`src/rtl/cpu_types_pkg.sv`:
```
// ============================================================================
//  Module      : cpu_types_pkg
//  Description : Shared CPU types: machine word and request-unit FSM states.
//  Revision    : 1.0 - initial release
// ============================================================================
`default_nettype none

package cpu_types_pkg;

  localparam int unsigned c_WORD_W = 32;

  typedef logic [c_WORD_W-1:0] word_t;

  // Request-unit control states (2-bit encoding)
  typedef enum logic [1:0] {
    IDLE   = 2'd0,
    DREQ   = 2'd1,
    HALTED = 2'd2
  } ru_state_t;

endpackage

`default_nettype wire

```
`src/rtl/ll_sc_link.sv`:
```
// ============================================================================
//  Module      : ll_sc_link
//  Description : LL/SC link register. Records the address of the last
//                completed load-linked and reports whether a store-conditional
//                to the current address may still succeed.
//  Revision    : 1.0 - initial release
// ============================================================================
`default_nettype none

module ll_sc_link
  import cpu_types_pkg::*;
(
  input  logic  clk,
  input  logic  rst,
  input  word_t daddr_i,        // address of the current instruction
  input  logic  snoop_inv_i,    // coherence invalidate this cycle
  input  word_t snoop_addr_i,   // address being invalidated
  input  logic  ll_set_i,       // LL completed this cycle
  input  logic  sc_done_i,      // SC finished (pass or fail) this cycle
  input  logic  store_done_i,   // any store completed this cycle
  output logic  link_match_o    // SC to daddr_i would succeed now
);

  word_t link_addr_q, link_addr_d;
  logic  link_valid_q, link_valid_d;

  logic  w_snoop_hit;
  logic  w_store_hit;

  // A snoop only matters if it targets the currently linked word.
  assign w_snoop_hit = snoop_inv_i & (snoop_addr_i == link_addr_q);
  assign w_store_hit = store_done_i & (daddr_i == link_addr_q);

  // A snoop on the old link wins over a concurrent LL; otherwise LL wins.
  always_comb begin
    link_addr_d  = link_addr_q;
    link_valid_d = link_valid_q;
    if (w_snoop_hit) begin
      link_valid_d = 1'b0;
    end else if (ll_set_i) begin
      link_addr_d  = daddr_i;
      link_valid_d = 1'b1;
    end else if (sc_done_i | w_store_hit) begin
      link_valid_d = 1'b0;
    end
  end

  // Link register with synchronous reset.
  always_ff @(posedge clk) begin
    if (rst) begin
      link_addr_q  <= '0;
      link_valid_q <= 1'b0;
    end else begin
      link_addr_q  <= link_addr_d;
      link_valid_q <= link_valid_d;
    end
  end

  // A snoop arriving in the SC issue cycle also kills the reservation.
  assign link_match_o = link_valid_q & (link_addr_q == daddr_i) & ~w_snoop_hit;

endmodule

`default_nettype wire

```
`src/rtl/request_unit.sv`:
```
// ============================================================================
//  Module      : request_unit
//  Description : Turns decode strobes into held data-cache requests, produces
//                the PC enable, holds the sticky halt and decides LL/SC success.
//  Revision    : 1.0 - initial release
// ============================================================================
`default_nettype none

module request_unit
  import cpu_types_pkg::*;
(
  input  logic  CLK,
  input  logic  RST,
  input  logic  ihit,
  input  logic  dhit,
  input  logic  cu_dREN,
  input  logic  cu_dWEN,
  input  logic  cu_halt,
  input  logic  cu_datomic,
  input  word_t daddr,
  input  logic  snoop_inv,
  input  word_t snoop_addr,
  output logic  imemREN,
  output logic  dmemREN,
  output logic  dmemWEN,
  output logic  pc_en,
  output logic  halt,
  output logic  sc_result
);

  ru_state_t state_q, state_d;
  logic      dren_q, dren_d;
  logic      dwen_q, dwen_d;
  logic      atomic_q, atomic_d;
  logic      sc_result_q, sc_result_d;

  logic      w_pc_en;
  logic      w_ll_set;
  logic      w_sc_done;
  logic      w_store_done;
  logic      w_link_match;
  logic      w_is_sc;

  assign w_is_sc = cu_dWEN & cu_datomic;

  ll_sc_link u_link (
    .clk          (CLK),
    .rst          (RST),
    .daddr_i      (daddr),
    .snoop_inv_i  (snoop_inv),
    .snoop_addr_i (snoop_addr),
    .ll_set_i     (w_ll_set),
    .sc_done_i    (w_sc_done),
    .store_done_i (w_store_done),
    .link_match_o (w_link_match)
  );

  // Next-state, request capture, PC enable and link update strobes.
  always_comb begin
    state_d      = state_q;
    dren_d       = dren_q;
    dwen_d       = dwen_q;
    atomic_d     = atomic_q;
    sc_result_d  = sc_result_q;
    w_pc_en      = 1'b0;
    w_ll_set     = 1'b0;
    w_sc_done    = 1'b0;
    w_store_done = 1'b0;
    case (state_q)
      IDLE: begin
        if (ihit) begin
          if (cu_halt) begin
            state_d = HALTED;
          end else if (cu_dREN | cu_dWEN) begin
            if (w_is_sc & ~w_link_match) begin
              // Failed SC: never reaches the cache, retires immediately.
              sc_result_d = 1'b0;
              w_pc_en     = 1'b1;
              w_sc_done   = 1'b1;
            end else begin
              state_d  = DREQ;
              dren_d   = cu_dREN;
              dwen_d   = cu_dWEN;
              atomic_d = cu_datomic;
              if (w_is_sc) begin
                sc_result_d = 1'b1;
              end
            end
          end else begin
            w_pc_en = 1'b1;
          end
        end
      end
      DREQ: begin
        if (dhit) begin
          state_d      = IDLE;
          dren_d       = 1'b0;
          dwen_d       = 1'b0;
          w_pc_en      = 1'b1;
          w_ll_set     = dren_q & atomic_q;
          w_sc_done    = dwen_q & atomic_q;
          w_store_done = dwen_q;
        end
      end
      HALTED: begin
        dren_d = 1'b0;
        dwen_d = 1'b0;
      end
      default: begin
        state_d = IDLE;
        dren_d  = 1'b0;
        dwen_d  = 1'b0;
      end
    endcase
  end

  // State and request registers; reset drops any pending request.
  always_ff @(posedge CLK) begin
    if (RST) begin
      state_q     <= IDLE;
      dren_q      <= 1'b0;
      dwen_q      <= 1'b0;
      atomic_q    <= 1'b0;
      sc_result_q <= 1'b0;
    end else begin
      state_q     <= state_d;
      dren_q      <= dren_d;
      dwen_q      <= dwen_d;
      atomic_q    <= atomic_d;
      sc_result_q <= sc_result_d;
    end
  end

  assign imemREN   = (state_q != HALTED);
  assign halt      = (state_q == HALTED);
  assign dmemREN   = dren_q;
  assign dmemWEN   = dwen_q;
  assign sc_result = sc_result_q;
  // No PC advance while reset is held, even if a dhit races it.
  assign pc_en     = w_pc_en & ~RST;

endmodule

`default_nettype wire

```
`config.mk`:
```
export PLATFORM = sky130hd
export DESIGN_NAME = request_unit
export DESIGN_NICKNAME = d
export VERILOG_FILES = /design/src/rtl/cpu_types_pkg.sv /design/src/rtl/ll_sc_link.sv /design/src/rtl/request_unit.sv
export SDC_FILE = /design/constraint.sdc
export NUM_CORES = 1
export LEC_CHECK = 0
export CELL_PAD_IN_SITES_DETAIL_PLACEMENT = 1
export CELL_PAD_IN_SITES_GLOBAL_PLACEMENT = 2
export CORE_UTILIZATION = 27
export DETAILED_ROUTE_END_ITERATION = 7
export GPL_ROUTABILITY_DRIVEN = 0
export PLACE_DENSITY_LB_ADDON = 0.1
export SETUP_SLACK_MARGIN = 0.4
export SKIP_CTS_REPAIR_TIMING = 1
export SLEW_MARGIN = 30
export SYNTH_ARGS = -nofsm -noshare
export SYNTH_HDL_FRONTEND = slang
export SYNTH_SLANG_ARGS = --single-unit
```
`constraint.sdc`:
```
create_clock -name CLK -period 3 [get_ports CLK]
set_clock_uncertainty 0.15 [all_clocks]
set_input_delay 0.3 -clock CLK [delete_from_list [all_inputs] [get_ports CLK]]
set_output_delay 0.3 -clock CLK [all_outputs]
set_load 0.03 [all_outputs]
```
==> results.cfg <==
[run_status]
status = complete, no violations

[floorplanning]
core-area_mm2 = 0.00818
die_w_um = 93.5
ios = 79
fp-row-count = 33
die_y_um = 93.5
die_area_mm2 = 0.00874
initial_core_util_pct = 27.7

[timing]
finalSetupViolCount = 0
layout_setup_ws_ns = 0.239
final_hold_viol_count = 0
drv_slew = 0
whs_ns = 0.361
tightest_slew_ns = 0.536
rsz0062_at_grt = true
fmax_mhz = 362
max_slew_margin_pct = 64.0
setup_tns_ns = 0
finalCritPeriodShare_pct = 92.0
timing.final.crit_period_ns = 2.76

[synthesis]
yosysTopAreaCell = dfxtp_1
synth_top_area_share_pct = 34.5
synth_cell_types = 31
syn-mean-instance-area_um2 = 9.62
synth_nets = 308
synth_seq_cells = 39
yosysSeqAreaShare_pct = 34.5
ys_warn_count = 0
synthCells = 235
syn-cell-area_mm2 = 0.00226
ys_top_cells_by_area = dfxtp_1 (35%), xor2_1 (24%), mux2i_1 (14%)

[setup_path]
required_ns = 2.55
crit_path_cell_trace = xor2_2, nor4_2, nand3_2, or3_4, a31oi_4, a21oi_2, nor2_1, buf_4
cp_slowest_stage_delay_ns = 0.44
reg2regPathDepth = 7
rr_endpoint = dmemWEN$_SDFFE_PP0P_
cp_slowest_cell = or3_4
critical_path_class = flip-flop to output pin
cp_max_fo = 4
r2r_start = u_link.link_addr_q[26]$_SDFFE_PP0P_
end_kind = output pin
r2r_slack_ns = 0.58
arrival_ns = 2.31
cp-start-kind = flip-flop

[power]
seqPwrFrac_pct = 44.2
switching_power_uw = 276
power_mw = 1.18
p_comb_share_pct = 16.3
leakagePower_nw = 1.71
intPower_uw = 905
peakVddDrop_v = 0.000249
pwr-share-clk_pct = 39.5
powerDensity_mw_per_mm2 = 352
p_sw_share_pct = 23.4

[drt]
num_vias = 1911
ant_nets = 0
vias_per_cell = 4.51
dr.pass1.iters = 2
wirelength_um = 5980
post-route-drc-count = 0
routedWlPerCell_um = 14.1
dr.first_iter.drc_count = 22

[clock_network]
max-clock-path-buffers = 2
clockRootBuffer = clkbuf_8
clk_pin_slew_worst_paths_ns = 0.08
clock-sinks = 39
clkLatencyLatePin_ns = 0.29
cts_tree = yes
cts_buffers = 5
htree_num_levels = 2

[placed_design]
io_buffers = 78
dp_hpwl_um = 4710
place_area_mm2 = 0.00312
pre_cts_ws_ns = 0.0510
dp.cells = 414

[flow_run]
drv_cap = 0

[final_layout]
area_growth_pct = 48.6
antenna_cells = 0
final_util_pct = 41.1
nets = 391
final_cell_area_mm2 = 0.00336
drive_above_1_share_pct = 11.9
final_cell_count_no_fill = 424

[global_route]
antenna_found_initial = 0
grt_start_max_net_pins = 25
grt_pass1_vias = 2016
grt_pass1_wl_um = 9680
track_usage_pct = 14.5
overflow = 0

[worst_hold_path]
hp-start = u_link.link_valid_q$_SDFFE_PP0P_
hold-path-cell-count = 2
min_to = u_link.link_valid_q$_SDFFE_PP0P_
min_path_type = flip-flop to flip-flop
[kinds of logic (layout without fill, tap and decap cells)]
family,count (synthesis),count (layout),synth area share (%)
xor+xnor,64,64,24.8
simple gates,76,76,17.6
compound gates,15,15,4.54
mux,32,32,14.2
flops,39,39,34.5
buf+inv,9,93,4.37
[flip-flops by register name, indices dropped and copies added (netlist names)]
signal	cells
state_q	2
u_link.link_addr_q	32
sc_result	1
u_link.link_valid_q	1
atomic_q	1
dmemREN	1
dmemWEN	1
[cell type report]
class / count / area (um^2)
tap: 105 / 131
multi-input combinational: 187 / 1450
fill: 931 / 4810
timing repair buffer: 84 / 866
clock buffer: 6 / 82.6
sequential: 39 / 792
inverter: 1 / 3.75
clock inverter: 2 / 35.0
[routing by layer]
metal | GRT usage, % | wire, um | vias up | part of all wire [%]
met3 | 3.41 | 272 | 5 | 4.6
met2 | 24.9 | 2870 | 42 | 48
met5 | 0 | 0 | - | 0
li1 | - | - | 969 | -
met4 | 3.46 | 49 | 0 | 0.82
met1 | 18.3 | 2780 | 895 | 47
[cells in the mapped netlist, drive strengths merged]
master  number
o211ai       2
nor3b        1
nor2        37
nor4        15
nand2b       5
dfxtp       39
a31oi        1
a32o         2
a21oi        6
nand2        1
nor2b        2
a211oi       1
mux2i       32
or3          2
buf          4
xor2        63
or3b         1
and3b        1
xnor2        1
o21a         1
inv          1
o21ai        2
nand3        5
clkbuf       4
nand4        3
nor3         3
[worst max path at each step]
stage                       end  slack, ns  cells after the start                                start
after CTS                 pc_en       0.05                      9                       snoop_addr[18]
after floorplan           pc_en       0.57                      7  u_link.link_addr_q[18]$_SDFFE_PP0P_
final                     pc_en       0.24                      8  u_link.link_addr_q[22]$_SDFFE_PP0P_
after global placement    pc_en       0.06                      9                       snoop_addr[18]
after global routing      pc_en       0.13                      8  u_link.link_addr_q[12]$_SDFFE_PP0P_
after detailed placement  pc_en       0.05                      9                       snoop_addr[18]
[power by group through the flow]
stage          Clock (mW)  Sequential (mW)  Combinational, mW
2_1_floorplan           0            0.537             0.0564
3_3_place_gp            0            0.536              0.191
3_5_place_dp            0            0.536              0.191
4_1_cts             0.484            0.524              0.192
5_1_grt             0.510            0.523              0.210
6_report            0.466            0.523              0.193
[layout by cell type, fill, tap and decap left out, types with 2 or more instances in the layout]
master           count
a21oi_1              5
nor2_1              36
nor3_1               3
o211ai_1             2
buf_4                6
clkdlybuf4s50_1     65
nand2b_1             4
nand3_1              4
nor4_1               8
dfxtp_2              6
xor2_1              62
clkbuf_8             6
nand4_1              3
dlymetal6s2s_1      12
nor2b_1              2
a32o_1               2
dfxtp_1             32
mux2i_1             32
nor4_2               7
[critical path: cells and delay by family, from the launching register on]
kind	cells	cell delay (ns)
compound gates	2	0.31
xor+xnor	1	0.15
buf+inv	1	0.18
flops	1	0.36
simple gates	4	1.03
Note: power is estimated with default switching activity, not from simulation.
